File: config.mk
export PLATFORM = sky130hd
export DESIGN_NAME = pmp_entry_match
export DESIGN_NICKNAME = d
export VERILOG_FILES = /design/src/rtl/pmp_pkg.sv /design/src/rtl/pmp_entry_match.sv
export SDC_FILE = /design/constraint.sdc
export NUM_CORES = 1
export LEC_CHECK = 0
export BUFFER_PORTS_ARGS = -buffer_cell sky130_fd_sc_hd__buf_2
export CORE_ASPECT_RATIO = 0.7
export CORE_MARGIN = 2
export CORE_UTILIZATION = 57
export DETAILED_ROUTE_END_ITERATION = 16
export PLACE_DENSITY = 0.86
export SKIP_LAST_GASP = 1
export SYNTH_ARGS = -nofsm -noshare
export SYNTH_HDL_FRONTEND = slang
export SYNTH_SLANG_ARGS = --single-unit
File: constraint.sdc
create_clock -name vclk -period 3.15
set_clock_uncertainty 0.15 [all_clocks]
set_input_delay 0.1575 -clock vclk [all_inputs]
set_output_delay 0.1575 -clock vclk [all_outputs]
set_load 0.01 [all_outputs]
File: src/rtl/pmp_pkg.sv
// Shared PMP definitions: cfg byte layout, mode/privilege/access encodings,
// checker FSM states and a permission-select helper.
package pmp_pkg;

  // Address-matching modes held in cfg.a
  localparam logic [1:0] PMP_A_OFF   = 2'd0;
  localparam logic [1:0] PMP_A_TOR   = 2'd1;
  localparam logic [1:0] PMP_A_NA4   = 2'd2;
  localparam logic [1:0] PMP_A_NAPOT = 2'd3;

  // Privilege encodings carried on req_priv
  localparam logic [1:0] PRIV_M = 2'b11;
  localparam logic [1:0] PRIV_S = 2'b01;
  localparam logic [1:0] PRIV_U = 2'b00;

  // Access types carried on req_type (2'b11 is reserved and always denied)
  localparam logic [1:0] ACC_READ  = 2'b00;
  localparam logic [1:0] ACC_WRITE = 2'b01;
  localparam logic [1:0] ACC_EXEC  = 2'b10;
  localparam logic [1:0] ACC_RSVD  = 2'b11;

  // One pmpcfg byte, MSB first
  typedef struct packed {
    logic       l;
    logic [1:0] rsvd;
    logic [1:0] a;
    logic       x;
    logic       w;
    logic       r;
  } pmp_cfg_t;

  typedef enum logic [1:0] {
    ST_IDLE = 2'd0,
    ST_SCAN = 2'd1,
    ST_RESP = 2'd2
  } pmp_chk_state_e;

  // Permission bit of an entry selected by the access type
  function automatic logic perm_bit(input pmp_cfg_t cfg, input logic [1:0] acc);
    logic p;
    case (acc)
      ACC_READ:  p = cfg.r;
      ACC_WRITE: p = cfg.w;
      ACC_EXEC:  p = cfg.x;
      default:   p = 1'b0;
    endcase
    return p;
  endfunction

endpackage

File: src/rtl/pmp_entry_match.sv
// Combinational address match for a single PMP entry (OFF/TOR/NA4/NAPOT).
// All comparisons are on 32-bit word addresses, unsigned.
module pmp_entry_match
  import pmp_pkg::*;
(
  input  logic [31:0] wa,
  input  pmp_cfg_t    cfg,
  input  logic [31:0] addr_i,
  input  logic [31:0] addr_im1,
  input  logic        i_is_zero,
  output logic        match
);

  logic [31:0] lo;
  logic [31:0] napot_mask;

  // Decode the entry's matching mode against the word address
  always_comb begin
    lo         = i_is_zero ? 32'd0 : addr_im1;
    // Trailing ones of addr_i plus the first zero form the don't-care mask;
    // all-ones addr_i gives an all-ones mask and matches everything.
    napot_mask = addr_i ^ (addr_i + 32'd1);
    match      = 1'b0;
    case (cfg.a)
      PMP_A_TOR:   match = (lo < addr_i) && (wa >= lo) && (wa < addr_i);
      PMP_A_NA4:   match = (wa == addr_i);
      PMP_A_NAPOT: match = ((wa & ~napot_mask) == (addr_i & ~napot_mask));
      default:     match = 1'b0;
    endcase
  end

endmodule

==> run_results.csv <==
group,metric,value,unit
outcome,status,"complete, but fails checks",
outcome,violations,"negative setup slack",
finish,postLayoutCellArea,5210,sq um
timing,max-slew-margin-rel,0.568,
pwr,swShare,0.553,
timing,period_share,1.07,
synthesis,syn_nets,749,
timing,finalHoldViolations,0,
finish,final_util,0.775,
placement,post_dp_cell_area,4810,sq um
floorplanning,io_pins,106,
grt,overflow,0,
placement,place_worst_setup_slack,-225,ps
synthesis,synth_most_common_cell,"ha_1",
grt,antenna_found_initial,0,
timing,setup-violations-final,1,
synthesis,synth_top_cells_by_area,"ha_1 (40%), xor2_1 (11%), inv_1 (6.6%)",
timing,maxSlewViolCount,0,
synthesis,ys_seq_area_frac,0,
finish,seq_cells,0,
synthesis,synth_area,3940,sq um
route,wire_per_inst,17.9,microns
pwr,power_density,128,nW/um^2
flow_run,maxCapViolCount,0,
pwr,p_sw,0.370,mW
route,drt-pass1-iter-count,5,
route,drc,0,
critical_path,start_kind,"input pin",
cts,hold_buffers,0,
finish,n_fill_cell,457,
floorplanning,die_h,73.5,microns
timing,min_period,3370,ps
synthesis,synthTopCellsByCount,"ha_1 (127), inv_1 (69), nand2_1 (55)",
timing,rsz0062_at_grt,"true",
timing,max_freq,297,MHz
finish,syn_to_final_growth,32.3,%
pwr,p_int,0.299,mW
critical_path,endpoint,"match",
floorplanning,die_area,7600,sq um
critical_path,crit_required,2840,ps
floorplanning,initial_core_util,0.585,
finish,clockBufferCount,0,
pwr,ir_drop,79.8,uV
worst_hold_path,worstHoldStart,"cfg[3]",
pwr,combPwrFrac,1.000,
synthesis,ys_warn_count,0,
critical_path,critPathLaunch,"addr_i[17]",
synthesis,syn_inst,517,
floorplanning,row_count,25,
floorplanning,core,6730,sq um
finish,final-seq-area,0,sq um
route,drt-initial-drc-count,431,
critical_path,endpoint_kind,"primary output",
critical_path,cp_max_fo,2,
grt,grt_pass1_wl,19.3,mm
critical_path,cp.arrival,3060,ps
placement,place_congestion,0.909,
grt,track_usage,0.322,
pwr,leakage,2.91,nW
pwr,clockPowerShare,0,
finish,diodes,0,
floorplanning,die_w,103,microns
synthesis,synthDistinctLibCells,48,
placement,dp_hpwl,10.2,mm
synthesis,yosysTopAreaCell,"ha_1",
route,drt-vias-per-instance,6.18,
route,via_count,4729,
timing,worstMarginPinSlew,641,ps
placement,portBuffers,100,
finish,nets,905,
synthesis,syn_area_per_cell,7.61,sq um
finish,multi_input_area,3830,sq um
route,routed_wl,13.7,mm
grt,grt_max_degree,33,
route,ant_nets,0,
worst_hold_path,hold_class,"in -> out",
pwr,power,0.669,mW
synthesis,synth_top_area_frac,0.404,
grt,grt_pass1_vias,4360,
timing,fin_ws,-221,ps
pwr,seqPwrFrac,0,
finish,drive_gt1_frac,0.289,
critical_path,crit_type,"in -> out",
==> power by group through the flow <==
stage / Clock, mW / Combinational (mW) / Sequential [mW]
detailed placement: 0 / 0.593 / 0
global placement: 0 / 0.559 / 0
finish: 0 / 0.669 / 0
global route: 0 / 0.725 / 0
CTS: 0 / 0.616 / 0
floorplan: 0 / 0.361 / 0
==> cells by family (layout without fill, tap and decap cells) <==
kind of cell | Yosys count | in the layout | share of synthesized area
XOR/XNOR | 62 | 62 | 0.138
AND/OR/NAND/NOR | 176 | 176 | 0.243
AO/OA/AOI/OAI | 79 | 79 | 0.146
adder cells (fa/ha/maj) | 127 | 127 | 0.404
buffers and inverters | 73 | 227 | 0.0696
==> critical path, stage by stage <==
cell      delay (ps)
buf_8             80
inv_4             30
nor3_4           180
buf_4            140
buf_4            100
buf_4             90
buf_4             90
buf_4            100
buf_4            100
buf_4            110
nand3_1           90
ha_1             320
xor2_1           190
nand2_1          120
xor2_2           230
nand4_1          140
nor4_2           190
nand4_1          170
a311oi_2         260
buf_2            170
==> what timing repair did <==
action / CTS / global route
endpoints found under the setup margin: 1 / 1
resized for setup: 27 / 18
pin swaps: 29 / 26
setup buffers: 16 / 8
==> per-stage QoR <==
stage | hold WS [ps] | instances | TNS [ps]
floorplan | 276 | 517 | 0
global placement | 481 | 743 | -137
detailed placement | 482 | 743 | -225
CTS | 493 | 758 | -6.43
global route | 509 | 765 | -366
finish | 507 | 765 | -221
==> metal layers <==
layer / track usage / wire length [microns]
met1: 0.406 / 5210
met2: 0.584 / 6410
met3: 0.0295 / 1320
met4: 0.0892 / 766
met5: 0 / 0
==> placed cells by master, fill, tap and decap left out, types with 2 or more instances in the layout <==
master	synthesis	routed
a211o_1	2	2
a211oi_1	4	4
a21o_1	15	15
a21oi_1	28	28
a21oi_2	2	2
a221oi_2	2	2
a31oi_1	2	2
and3_4	0	4
and4_1	6	6
buf_2	0	93
buf_4	0	55
buf_6	0	7
buf_8	0	2
ha_1	127	124
ha_4	0	3
inv_1	69	66
inv_4	0	3
nand2_1	55	52
nand2_2	1	2
nand2_4	0	2
nand2b_1	32	32
nand3_1	16	13
nand3_4	0	3
nand4_1	28	28
nor2_1	11	10
nor2_4	1	3
nor2b_1	5	5
nor3_1	4	3
nor4_1	6	4
nor4_2	1	2
nor4_4	1	2
o211ai_1	2	2
o21ai_0	7	7
or3_1	2	2
xnor2_1	11	11
xor2_1	51	50
==> final cells by class <==
class | instances | share of cell area
repair buffers | 157 | 0.190
inverters | 70 | 0.0519
well taps | 94 | 0.0226
multi-input cells | 444 | 0.736
==> how the worst min path moves through the flow <==
stage                       end  slack [ps]  cells after the start
after floorplan           match         280                      1
after global placement    match         480                      3
after detailed placement  match         480                      3
after CTS                 match         490                      3
after global routing      match         510                      3
final                     match         510                      3
Note: power is estimated with default switching activity, not from simulation.
